<file path="config.mk">
export PLATFORM = sky130hd
export DESIGN_NAME = spi_mbox_engine
export DESIGN_NICKNAME = d
export VERILOG_FILES = /design/src/rtl/spi_mbox_pkg.sv /design/src/rtl/spi_mbox_engine_shift16.sv /design/src/rtl/spi_mbox_engine.sv
export SDC_FILE = /design/constraint.sdc
export NUM_CORES = 1
export LEC_CHECK = 0
export ABC_AREA = 1
export BUFFER_PORTS_ARGS = -buffer_cell sky130_fd_sc_hd__buf_2
export CORE_UTILIZATION = 25
export CTS_BUF_LIST = sky130_fd_sc_hd__clkbuf_8
export DETAILED_ROUTE_END_ITERATION = 6
export SKIP_LAST_GASP = 1
export SLEW_MARGIN = 5
export SYNTH_ARGS = -nofsm -noshare
export SYNTH_HDL_FRONTEND = slang
export SYNTH_SLANG_ARGS = --single-unit
export TNS_END_PERCENT = 50
</file>
<file path="constraint.sdc">
create_clock -name clk -period 1.68 [get_ports clk]
set_input_delay 0.168 -clock clk [delete_from_list [all_inputs] [get_ports clk]]
set_output_delay 0.168 -clock clk [all_outputs]
set_load 0.005 [all_outputs]
</file>
<file path="src/rtl/spi_mbox_pkg.sv">
// Shared definitions for the SPI-side mailbox engine: word field positions,
// FSM encoding and the write-back word builder.
package spi_mbox_pkg;

  localparam int unsigned BIT_READY  = 31;
  localparam int unsigned BIT_BUSY   = 30;
  localparam int unsigned BIT_RNW    = 29;
  localparam int unsigned DATA_MSB   = 15;
  localparam int unsigned DATA_LSB   = 8;
  localparam int unsigned REGA_MSB   = 6;
  localparam int unsigned FRAME_BITS = 16;
  localparam int unsigned STATE_W    = 4;

  localparam logic [STATE_W-1:0] ST_IDLE   = 4'd0;
  localparam logic [STATE_W-1:0] ST_RD     = 4'd1;
  localparam logic [STATE_W-1:0] ST_WAIT   = 4'd2;
  localparam logic [STATE_W-1:0] ST_CHECK  = 4'd3;
  localparam logic [STATE_W-1:0] ST_START  = 4'd4;
  localparam logic [STATE_W-1:0] ST_SHIFT  = 4'd5;
  localparam logic [STATE_W-1:0] ST_STOP   = 4'd6;
  localparam logic [STATE_W-1:0] ST_GAP    = 4'd7;
  localparam logic [STATE_W-1:0] ST_WRBACK = 4'd8;

  // Completed entry: ready set, busy cleared, read commands take the returned byte.
  function automatic logic [31:0] wrback_word(input logic [29:0] cmd, input logic [7:0] rx);
    logic [7:0] data;
    data = cmd[BIT_RNW] ? rx : cmd[DATA_MSB:DATA_LSB];
    return {1'b1, 1'b0, cmd[BIT_RNW:16], data, cmd[7:0]};
  endfunction

endpackage

</file>
<file path="src/rtl/spi_mbox_engine_shift16.sv">
// Mode-0 SPI shifter for one 16-bit frame: one lead half-period with MOSI valid,
// then 16 SCLK periods; only the second byte of MISO is captured.
module spi_shift16
  import spi_mbox_pkg::*;
#(
  parameter int unsigned CLK_DIV = 4
) (
  input  logic        clk,
  input  logic        rst,
  input  logic        start,
  input  logic [15:0] tx_data,
  input  logic        miso,
  output logic        sclk,
  output logic        mosi,
  output logic [7:0]  rx_byte,
  output logic        done_c
);

  localparam int unsigned DIV_W   = $clog2(CLK_DIV);
  localparam int unsigned HP_W    = 6;
  localparam int unsigned LAST_HP = 2 * FRAME_BITS;

  logic             active;
  logic [DIV_W-1:0] div_cnt;
  logic [HP_W-1:0]  hp;
  logic [14:0]      tx_sr;
  logic             half_end_c;

  assign half_end_c = active && (div_cnt == DIV_W'(CLK_DIV - 1));
  assign done_c     = half_end_c && (hp == HP_W'(LAST_HP));

  // Half-period 0 is the lead-in; odd half-periods end with a rising edge, even with a falling one.
  always_ff @(posedge clk) begin
    if (rst) begin
      active  <= 1'b0;
      div_cnt <= '0;
      hp      <= '0;
      tx_sr   <= '0;
      sclk    <= 1'b0;
      mosi    <= 1'b0;
      rx_byte <= '0;
    end else if (start) begin
      active  <= 1'b1;
      div_cnt <= '0;
      hp      <= '0;
      sclk    <= 1'b0;
      mosi    <= tx_data[15];
      tx_sr   <= tx_data[14:0];
    end else if (active) begin
      if (half_end_c) begin
        div_cnt <= '0;
        hp      <= hp + HP_W'(1);
        if (hp != '0) begin
          if (hp[0]) begin
            sclk <= 1'b1;
            if (hp > HP_W'(FRAME_BITS)) rx_byte <= {rx_byte[6:0], miso};
          end else begin
            sclk  <= 1'b0;
            mosi  <= tx_sr[14];
            tx_sr <= {tx_sr[13:0], 1'b0};
            if (hp == HP_W'(LAST_HP)) active <= 1'b0;
          end
        end
      end else begin
        div_cnt <= div_cnt + DIV_W'(1);
      end
    end
  end

endmodule

</file>
<file path="src/rtl/spi_mbox_engine.sv">
// Mailbox port-B consumer: scans for pending entries, runs one SPI frame per
// entry and writes the result back with ready set and busy cleared.
module spi_mbox_engine
  import spi_mbox_pkg::*;
#(
  parameter int unsigned ADDR_W  = 8,
  parameter int unsigned CLK_DIV = 4,
  parameter int unsigned CS_GAP  = 2
) (
  input  logic              clk,
  input  logic              rst,
  input  logic              enable,
  output logic              mem_en,
  output logic              mem_we,
  output logic [ADDR_W-1:0] mem_addr,
  output logic [31:0]       mem_wdata,
  input  logic [31:0]       mem_rdata,
  output logic              spi_sclk,
  output logic              spi_mosi,
  input  logic              spi_miso,
  output logic              spi_cs_n,
  output logic              eng_busy,
  output logic              done,
  output logic [ADDR_W-1:0] done_addr
);

  localparam int unsigned CNT_W   = 16;
  localparam int unsigned GAP_CYC = CS_GAP * CLK_DIV;

  logic [STATE_W-1:0] state, state_d;
  logic [CNT_W-1:0]   cnt, cnt_d;
  logic [ADDR_W-1:0]  ptr, ptr_d;
  logic [29:0]        cmd, cmd_d;
  logic               mem_en_d, mem_we_d, spi_cs_n_d, eng_busy_d, done_d;
  logic [ADDR_W-1:0]  mem_addr_d, done_addr_d;
  logic [31:0]        mem_wdata_d;
  logic               pending_c, start_c, shift_done_c;
  logic [15:0]        tx_word_c;
  logic [7:0]         rx_byte;

  assign pending_c = mem_rdata[BIT_BUSY] & ~mem_rdata[BIT_READY];
  assign tx_word_c = {mem_rdata[BIT_RNW], mem_rdata[REGA_MSB:0], mem_rdata[DATA_MSB:DATA_LSB]};
  assign start_c   = (state == ST_CHECK) && pending_c;

  spi_shift16 #(.CLK_DIV(CLK_DIV)) u_shift (
    .clk     (clk),
    .rst     (rst),
    .start   (start_c),
    .tx_data (tx_word_c),
    .miso    (spi_miso),
    .sclk    (spi_sclk),
    .mosi    (spi_mosi),
    .rx_byte (rx_byte),
    .done_c  (shift_done_c)
  );

  // Next state; outputs are then registered as a function of the next state.
  always_comb begin
    state_d = state;
    ptr_d   = ptr;
    cmd_d   = cmd;
    case (state)
      ST_IDLE:  if (enable) state_d = ST_RD;
      ST_RD:    state_d = ST_WAIT;
      ST_WAIT:  state_d = ST_CHECK;
      ST_CHECK: begin
        cmd_d = mem_rdata[BIT_RNW:0];
        if (pending_c) begin
          state_d = ST_START;
        end else begin
          ptr_d   = ptr + ADDR_W'(1);
          state_d = enable ? ST_RD : ST_IDLE;
        end
      end
      ST_START: if (cnt == CNT_W'(CLK_DIV - 1)) state_d = ST_SHIFT;
      ST_SHIFT: if (shift_done_c) state_d = ST_STOP;
      ST_STOP:  if (cnt == CNT_W'(CLK_DIV - 1)) state_d = ST_GAP;
      ST_GAP:   if (cnt == CNT_W'(GAP_CYC - 1)) state_d = ST_WRBACK;
      ST_WRBACK: begin
        ptr_d   = ptr + ADDR_W'(1);
        state_d = enable ? ST_RD : ST_IDLE;
      end
      default:  state_d = ST_IDLE;
    endcase

    cnt_d       = (state_d == state) ? cnt + CNT_W'(1) : '0;
    mem_en_d    = (state_d == ST_RD) || (state_d == ST_WRBACK);
    mem_we_d    = (state_d == ST_WRBACK);
    mem_addr_d  = mem_en_d ? ptr_d : mem_addr;
    mem_wdata_d = mem_we_d ? wrback_word(cmd_d, rx_byte) : mem_wdata;
    spi_cs_n_d  = !(state_d inside {ST_START, ST_SHIFT, ST_STOP});
    eng_busy_d  = state_d inside {ST_START, ST_SHIFT, ST_STOP, ST_GAP, ST_WRBACK};
    done_d      = (state_d == ST_WRBACK);
    done_addr_d = done_d ? ptr_d : done_addr;
  end

  always_ff @(posedge clk) begin
    if (rst) begin
      state     <= ST_IDLE;
      cnt       <= '0;
      ptr       <= '0;
      cmd       <= '0;
      mem_en    <= 1'b0;
      mem_we    <= 1'b0;
      mem_addr  <= '0;
      mem_wdata <= '0;
      spi_cs_n  <= 1'b1;
      eng_busy  <= 1'b0;
      done      <= 1'b0;
      done_addr <= '0;
    end else begin
      state     <= state_d;
      cnt       <= cnt_d;
      ptr       <= ptr_d;
      cmd       <= cmd_d;
      mem_en    <= mem_en_d;
      mem_we    <= mem_we_d;
      mem_addr  <= mem_addr_d;
      mem_wdata <= mem_wdata_d;
      spi_cs_n  <= spi_cs_n_d;
      eng_busy  <= eng_busy_d;
      done      <= done_d;
      done_addr <= done_addr_d;
    end
  end

endmodule

</file>
==> results.txt, run 1 <==
For the worst flop-to-flop path, the logic depth is 12. Global routing consumed, over all layers together, 12.9% of the routing resources. The worst hold path was traced through 3 stages.

At the end of routability-driven placement, the weighted congestion stood at 0.798. Later-pin clock latency in the skew report: 0.45 ns. In the final layout, the share of cells above drive strength 1 is 28.8%. For the pin count of the biggest net entering global routing, the log shows 85. In this run the critical register-to-register path is captured at cnt[6]. After synthesis, the share of flip-flops with an asynchronous set or reset is 0%. Summing all flip-flop and latch instances after layout gives 2870 sq um. The number of diodes is 0.

Setup total negative slack on the finished layout was measured at -0.136 ns. In this run the standard cell core region covers 23700 sq um. In the final routed layout, each cell accounts on average for 12.2 microns. At the worst endpoint, the required time is 2.07 ns.

From bottom edge to top edge, the die measures 158 microns. The startpoint identified for the worst register-to-register timing path is state[1]. Row generation in the floorplan step produced 56 rows. Share of the clock period used by the worst path after layout: 102%. The tree is rooted in a sky130_fd_sc_hd__clkbuf_8. The detailed-router iteration count before antenna repair is 5. The final reports fail on setup timing.

Setup violations remaining at the end of the flow were counted as 5. The first global-routing pass estimated 25100 microns of wire. Setup repair after global routing could not meet its margin everywhere.

For this design the top-level I/O count stands at 91. After synthesis the cells add up to 6090 sq um. The flow ran to the end, but the final reports show violations. The category of the worst setup path launch point was a flip-flop. Dividing the detail-routed via count by the number of cells gives 4.21. The startpoint of the most critical hold path was mem_rdata[12]. Across the VDD grid, the largest voltage drop is 0.493 mV. After the flow finishes, the layout carries non-filler instances totaling 1291. Among all flip-flop cells after synthesis, the most frequent one is sky130_fd_sc_hd__dfxtp_1. The power density over cell area is 930 nW/um^2, and the worst hold margin is 0.0288 ns. Unique cell type count in the Yosys netlist: 39.

The run gives 2 as the maximum buffer depth of the clock tree. Detailed placement ended at an HPWL of 11000 microns. The reg2reg setup slack was -0.04 ns; the number of synthesized register bits was 143. Counting instances in the post-synthesis netlist gives the leading cell types as sky130_fd_sc_hd__nand2_1 (174), sky130_fd_sc_hd__dfxtp_1 (143), sky130_fd_sc_hd__nor2_1 (107). After detailed routing, the number of remaining DRC violations is 0. Once the floorplan was initialized, standard cells occupied 25.7% of the core.

Data on the critical path arrives at its endpoint at 2.11 ns. For the final database, setup skew stands at 0.0101 ns. The register clock-pin slew on the reported worst setup and hold paths came out at 0.08 ns.

Number of flops mapped to enable cells by yosys: 0. Count of vias placed by the detailed router: 5441. Number of maximum-capacitance constraint violations: 0.

The final number of hold-violating endpoints is 0. TritonCTS built the clock tree. For the max-slew violation count, the log shows 0. CTS saw 143 sinks. Top achievable clock speed: 581 MHz. For the number of global-route vias before repair, the log shows 5053. The minimum clock period after layout is 1.72 ns.

STA classifies the critical path endpoint as a flip-flop. The remaining number of nets flagged by the antenna check after routing was 0; the number of port buffers was 89. Once placement completed, the tool counted placed cells totaling 1246. The leakage power summed over all cells is 0.00345 uW, and the maximum fanout along the worst path is 5. sky130_fd_sc_hd__dfxtp_1 takes more of the synthesized area than any other cell. The classification of the worst-slack hold path is primary input to flip-flop. Of the synthesized area, sequential elements account for 47.0%. The class of the most critical setup path is flip-flop to flip-flop. For this block, the initial DRC count from the detailed router was 237. The final-layout fill cell count is 2564, and the full die area is 25000 sq um. The run gives 0 as the number of antenna violations at the first check in global routing. Most used standard cell by instance count after synthesis: sky130_fd_sc_hd__nand2_1. In the synthesized netlist, the number of instances is 807.

For this run the aggregate overflow at the end of global routing stands at 0. The average instance in the mapped netlist occupies 7.54 sq um. The run gives 1001 as the number of nets in the finished design. Relative to the synthesized area, the layout overhead comes to 32.6%. The routed design has 15700 microns of wire. In this run the horizontal extent of the chip is 158 microns. The number of warnings issued by yosys was 0; the top cell type's share of synthesized area was 47.0%. Number of nets produced by synthesis: 849. The logs give -0.0408 ns for the worst setup margin and 4 for the H-tree depth reported by CTS. Buffers inserted during clock tree synthesis total 17.

After synthesis, the cell types taking the most area are sky130_fd_sc_hd__dfxtp_1 (47%), sky130_fd_sc_hd__nand2_1 (11%), sky130_fd_sc_hd__nor2_1 (6.6%), sky130_fd_sc_hd__inv_1 (4.8%), sky130_fd_sc_hd__a21oi_1 (4.6%). For hold timing, the worst endpoint is cmd[12]. The tools report the area taken by multi-input logic gates as 2870 sq um.
==> worst max-delay path, cell delays in order, from the launching register on <==
cell and delay [ns]:
sky130_fd_sc_hd__dfxtp_1 0.35, sky130_fd_sc_hd__buf_4 0.13, sky130_fd_sc_hd__inv_1 0.06, sky130_fd_sc_hd__nand2_1 0.07
sky130_fd_sc_hd__nor2_1 0.05, sky130_fd_sc_hd__nor2_1 0.25, sky130_fd_sc_hd__nand3_2 0.13, sky130_fd_sc_hd__nand2_1 0.07
sky130_fd_sc_hd__nand2_1 0.07, sky130_fd_sc_hd__nor2_4 0.12, sky130_fd_sc_hd__nand2_4 0.09, sky130_fd_sc_hd__clkbuf_16 0.18
sky130_fd_sc_hd__nor2_4 0.09
==> state kept, by name, indices dropped and copies added, names as in the netlist <==
signal	count
mem_wdata	31
cmd	30
cnt	16
u_shift.tx_sr	15
done_addr	8
mem_addr	8
ptr	8
u_shift.rx_byte	8
u_shift.hp	6
state	4
u_shift.div_cnt	2
done	1
eng_busy	1
mem_en	1
spi_cs_n	1
u_shift.active	1
u_shift.mosi	1
u_shift.sclk	1
==> final cells by class <==
class / instances / area share [%]
inverters: 86 / 4.08
clock buffers: 19 / 3.24
multi-input cells: 545 / 35.6
flip-flops and latches: 143 / 35.6
clock inverters: 13 / 2.59
well taps: 319 / 4.95
repair buffers: 166 / 14.0
==> power breakdown <==
group	switching, uW	internal [uW]
registers	32.0	3460
logic	417	366
clock network	1380	1860
==> layout by cell type, fill, tap and decap left out, types with 4 or more instances in the layout <==
cell and instances:
sky130_fd_sc_hd__nor2_2 11, sky130_fd_sc_hd__nand2_1 170, sky130_fd_sc_hd__nand3_2 6, sky130_fd_sc_hd__o21a_1 21, sky130_fd_sc_hd__dfxtp_1 138, sky130_fd_sc_hd__xnor2_1 6, sky130_fd_sc_hd__inv_2 10, sky130_fd_sc_hd__a21oi_1 56
sky130_fd_sc_hd__or2_2 22, sky130_fd_sc_hd__nand3_1 21, sky130_fd_sc_hd__buf_12 5, sky130_fd_sc_hd__o21ai_1 7, sky130_fd_sc_hd__clkbuf_8 19, sky130_fd_sc_hd__xor2_1 9, sky130_fd_sc_hd__buf_4 62, sky130_fd_sc_hd__o21ai_0 34
sky130_fd_sc_hd__nand2_2 9, sky130_fd_sc_hd__dlygate4sd3_1 6, sky130_fd_sc_hd__bufinv_16 5, sky130_fd_sc_hd__nand4_1 11, sky130_fd_sc_hd__a31oi_1 14, sky130_fd_sc_hd__inv_1 73, sky130_fd_sc_hd__nor3_1 11, sky130_fd_sc_hd__nor2_1 94
sky130_fd_sc_hd__nor2_4 15, sky130_fd_sc_hd__buf_2 89, sky130_fd_sc_hd__dfxtp_2 4
==> layer usage <==
layer / vias up / global-route usage (%) / routed length [microns]
met4: 0 / 3.34 / 102
met3: 11 / 4.11 / 886
met5: - / 0 / 0
met2: 116 / 21.1 / 7420
li1: 2867 / - / -
met1: 2447 / 16.3 / 7330
==> timing repair <==
item,4_1_cts,5_1_grt
setup buffers,1,5
hold endpoints to repair,5,1
hold buffers,5,1
pin swaps,4,11
cloned,0,1
setup endpoints to repair,26,92
gates resized for setup,7,44
==> through the flow <==
stage | util [%] | instance area (sq um) | total power (uW) | setup WS, ns
after global placement | 30.9 | 7320 | 4260 | -0.0579
final | 34.1 | 8070 | 7500 | -0.0408
after detailed placement | 30.9 | 7320 | 4270 | -0.0481
after CTS | 33.2 | 7870 | 7500 | -0.0102
after floorplan | - | 6090 | 3990 | 0.0245
after global routing | 34.1 | 8070 | 7810 | -0.168
==> cells by family after synthesis <==
kind of cell | count (synthesis) | synth area share [%]
mux | 1 | 0.164
flops | 143 | 47.0
buf+inv | 119 | 7.95
simple gates | 381 | 28.3
xor+xnor | 16 | 2.30
compound gates | 140 | 13.0
other cells | 1 | 0.0616
fa+ha+maj | 6 | 1.23
==> how the worst max path moves through the flow <==
stage | startpoint | to | slack (ns) | depth (start not counted)
after floorplan | cnt[1] | cnt[10] | 0.02 | 12
after global placement | u_shift.div_cnt[0] | u_shift.rx_byte[0] | -0.06 | 9
after detailed placement | state[2] | u_shift.rx_byte[0] | -0.05 | 9
after CTS | u_shift.hp[0] | cnt[15] | -0.01 | 13
after global routing | cnt[1] | cnt[5] | -0.17 | 16
final | state[1] | cnt[6] | -0.04 | 12
No activity file was read; power rests on OpenSTA's default activity.
==> run 2: changes to the inputs <==
==> constraint.sdc (replaced) <==
create_clock -name clk -period 1.75 [get_ports clk]
set_input_delay 0.175 -clock clk [delete_from_list [all_inputs] [get_ports clk]]
set_output_delay 0.175 -clock clk [all_outputs]
set_load 0.005 [all_outputs]
==> run 2 against run 1 <==
  * The flow still finishes with violations (setup timing)
  * Non-clock buffer count rose by 1
  * Cell area fell by 1.2%
  * Combinational power shrank 8.3%
  * Sequential cell count unchanged
  * Count of clock-buffer cells in the layout down 1
  * Clock power fell by 23%
  * Die area unchanged
  * Hold slack gained 0.0031 ns
  * Via count up 2.0%
  * Clock skew grew 0.0055 ns
  * Critical path type unchanged
  * Largest cell class is now multi-input combinational cells
  * Highest routed layer is now met5
==> results.txt, run 2 (same netlist as run 1, synthesis figures left out) <==
The register clock-pin slew on the reported worst setup and hold paths was 0.08 ns (about the same). The horizontal die dimension was 158 microns (unchanged); the via count normalized by instance count was 4.29 (+1.7%). STA classifies the critical path endpoint as a flip-flop.

The largest registers in the layout are mem_wdata: 31 flops, cmd: 30 flops, cnt: 16 flops. The row count is 56 (unchanged), and the total track usage is 13.2% (+0.29 points). The flow ran to the end, but the final reports show violations. Arrival time at the worst endpoint: 2.18 ns (+0.07 ns). The signal on the critical path passes through ha_4, nand3_1, nor2_2, nand2_1, nand2_2, nand3_2, nand2_2, nand2_2, nor2_4, nand2_8, nor2_4. The top-level port count was 91 (unchanged); the number of nets in the finished design was 1003 (+0.20%). Peak ir drop on the vdd network: 0.417 mV (-16%). For the remaining number of nets flagged by the antenna check after routing, the log shows 0 (unchanged).

Fraction of final layout cells sized beyond drive strength 1: 29.1% (+0.25 points). TritonCTS built the clock tree. The post-DP HPWL was 11200 microns (+2.4%).

Start point of the critical path: cnt[0]. The tools report the weighted congestion reported at the end of routability-driven placement as 0.844 (+5.8%). The tools report the H-tree depth reported by CTS as 4 (unchanged). The number of maximum-capacitance constraint violations was 0 (unchanged); the overall overflow remaining after global route was 0 (unchanged). The wire length of the first global-routing pass was 25900 microns (+3.3%). The share of the clock period used by the worst path after layout works out to 102% (about the same). The minimum clock period after layout was 1.79 ns (+0.0715 ns); the full die area was 25000 sq um (unchanged). The maximum buffer depth of the clock tree is 2 (unchanged). Compared with the post-synthesis result, the final layout area differs by 31.0%.

In this run the most critical hold path is launched from mem_rdata[5]. The worst clock skew is 0.0156 ns (+0.00551 ns). The number of clock sinks is 143 (unchanged). The count of vias placed by the detailed router was 5548 (+2.0%). The run gives 0.00339 uW (-1.6%) as the leakage power summed over all cells.

The worst setup path is launched from a flip-flop. The pin count of the biggest net entering global routing was 85 (unchanged). For the effective utilization at floorplan, the log shows 25.7% (unchanged).

Number of antenna violations at the first check in global routing: 2 (+2). The number of global-route vias before repair is 5263 (+4.2%), and the delay of the slowest cell on the worst path is 0.36 ns (about the same). The worst setup path is of the flip-flop to flip-flop kind.

The detailed-router iteration count before antenna repair is 5 (unchanged), and the total length of routed wires is 16000 microns (+1.6%). The tools report the area inside the core boundary as 23700 sq um (unchanged). The library cell used most frequently in the layout, excluding fill and tap cells, is sky130_fd_sc_hd__nand2_1.

The startpoint identified for the worst register-to-register timing path is cnt[0]. In this run the worst hold path is classified as primary input to flip-flop. The top cell types in the final layout, fill and taps aside, are sky130_fd_sc_hd__nand2_1 (168), sky130_fd_sc_hd__dfxtp_1 (138), sky130_fd_sc_hd__nor2_1 (100), sky130_fd_sc_hd__buf_2 (89), sky130_fd_sc_hd__inv_1 (73). The final setup violation count was 8 (+3); the number of stages on the worst hold path was 3 (unchanged). The tools report the destination of the worst register-to-register timing path as cnt[11].

The later-pin clock latency in the skew report was 0.46 ns (about the same); the worst reg2reg path depth was 11 (-1). In this design, the critical path's most frequently occurring cell is sky130_fd_sc_hd__nand2_2. For the count of routing violations after the opening detailed-route iteration, the log shows 284 (+20%).

The height of the chip is 158 microns (unchanged), and the total clock buffers created by CTS is 17 (unchanged). The tools report the placement-stage worst setup slack as -0.0717 ns (-0.0236 ns). The run gives -0.04 ns (about the same) as the reg2reg setup slack. Power density over cell area: 822 nW/um^2 (-12%). The tree is rooted in a sky130_fd_sc_hd__clkbuf_8.

The mean routed wirelength per cell is 12.4 microns (+1.4%), and the final number of hold-violating endpoints is 0 (unchanged). The tools report the setup TNS as -0.197 ns (-0.0614 ns). The path with the worst hold slack has its endpoint at cmd[5]. The checks that failed: setup timing. The run gives 558 MHz (-4.0%) as the top achievable clock speed.

Worst setup margin: -0.0423 ns (-0.00153 ns). The data required time at the worst endpoint was 2.14 ns (+0.07 ns). The maximum fanout along the worst path was 8 (+3). The slowest stage cell on the critical path is sky130_fd_sc_hd__dfxtp_2. The number of flip-flops under the largest register name works out to 31 (unchanged). Setup repair after global routing could not meet its margin everywhere. The most flop-heavy register is mem_wdata. For the max-slew violation count, the log shows 0 (unchanged). The DRC violation count after routing is 0 (unchanged). The number of port buffers was 89 (unchanged).
[run 2: critical path: cells and delay by family (launching register included)]
kind	cells	cell delay (ns)
AND/OR/NAND/NOR	10	1.23
flip-flops	1	0.36
adder cells (fa/ha/maj)	1	0.13
[run 2: area by class of cell]
type	instances	area (sq um)
Fill cell	2570	15700
Multi-Input combinational cell	546	2900
Sequential cell	143	2870
Timing Repair Buffer	167	1100
Tap cell	319	399
Inverter	86	328
Clock buffer	18	248
Clock inverter	14	121
Antenna cell	1	2.50
[run 2: per-layer routing]
layer,part of all wire [%],routed length (microns),global-route usage (%),vias to the layer above
li1,-,-,-,2878
met1,46,7400,16.2,2547
met2,47,7580,22.0,105
met3,5.2,832,4.11,16
met4,0.99,159,4.12,2
met5,0.081,13,0,-
[run 2: worst max path at each step]
stage	endpoint	slack (ns)
6_report	cnt[11]	-0.04
4_1_cts	cnt[10]	0.003
2_1_floorplan	cnt[10]	0.05
3_5_place_dp	cnt[1]	-0.07
3_3_place_gp	cnt[1]	-0.009
5_1_grt	cnt[11]	-0.13
[run 2: report_power, final]
part / total (uW) / internal [uW] / leakage, uW / switching (uW)
Combinational: 718 / 296 / 0.00205 / 422
Clock: 2490 / 1070 / 0.000186 / 1420
Sequential: 3350 / 3320 / 0.00116 / 31.5
Total: 6560 / 4680 / 0.00339 / 1870
[run 2: repair_timing]
action / 4_1_cts / 5_1_grt
resized for setup: 9 / 39
pin swaps: 5 / 15
setup endpoints to repair: 18 / 76
setup buffers: 5 / 10
hold endpoints to repair: 6 / 0
cloned: 1 / 0
hold buffers: 5 / 0
[run 2: metrics by stage]
stage	cell area, sq um	instances	util, %	power [uW]	hold WS [ns]
floorplan	6090	807	-	3820	0.323
global placement	7260	1240	30.6	4030	0.441
detailed placement	7260	1240	30.6	4040	0.447
CTS	7760	1283	32.8	6590	0.00650
global route	7970	1293	33.6	6860	0.0303
finish	7970	1294	33.7	6560	0.0319
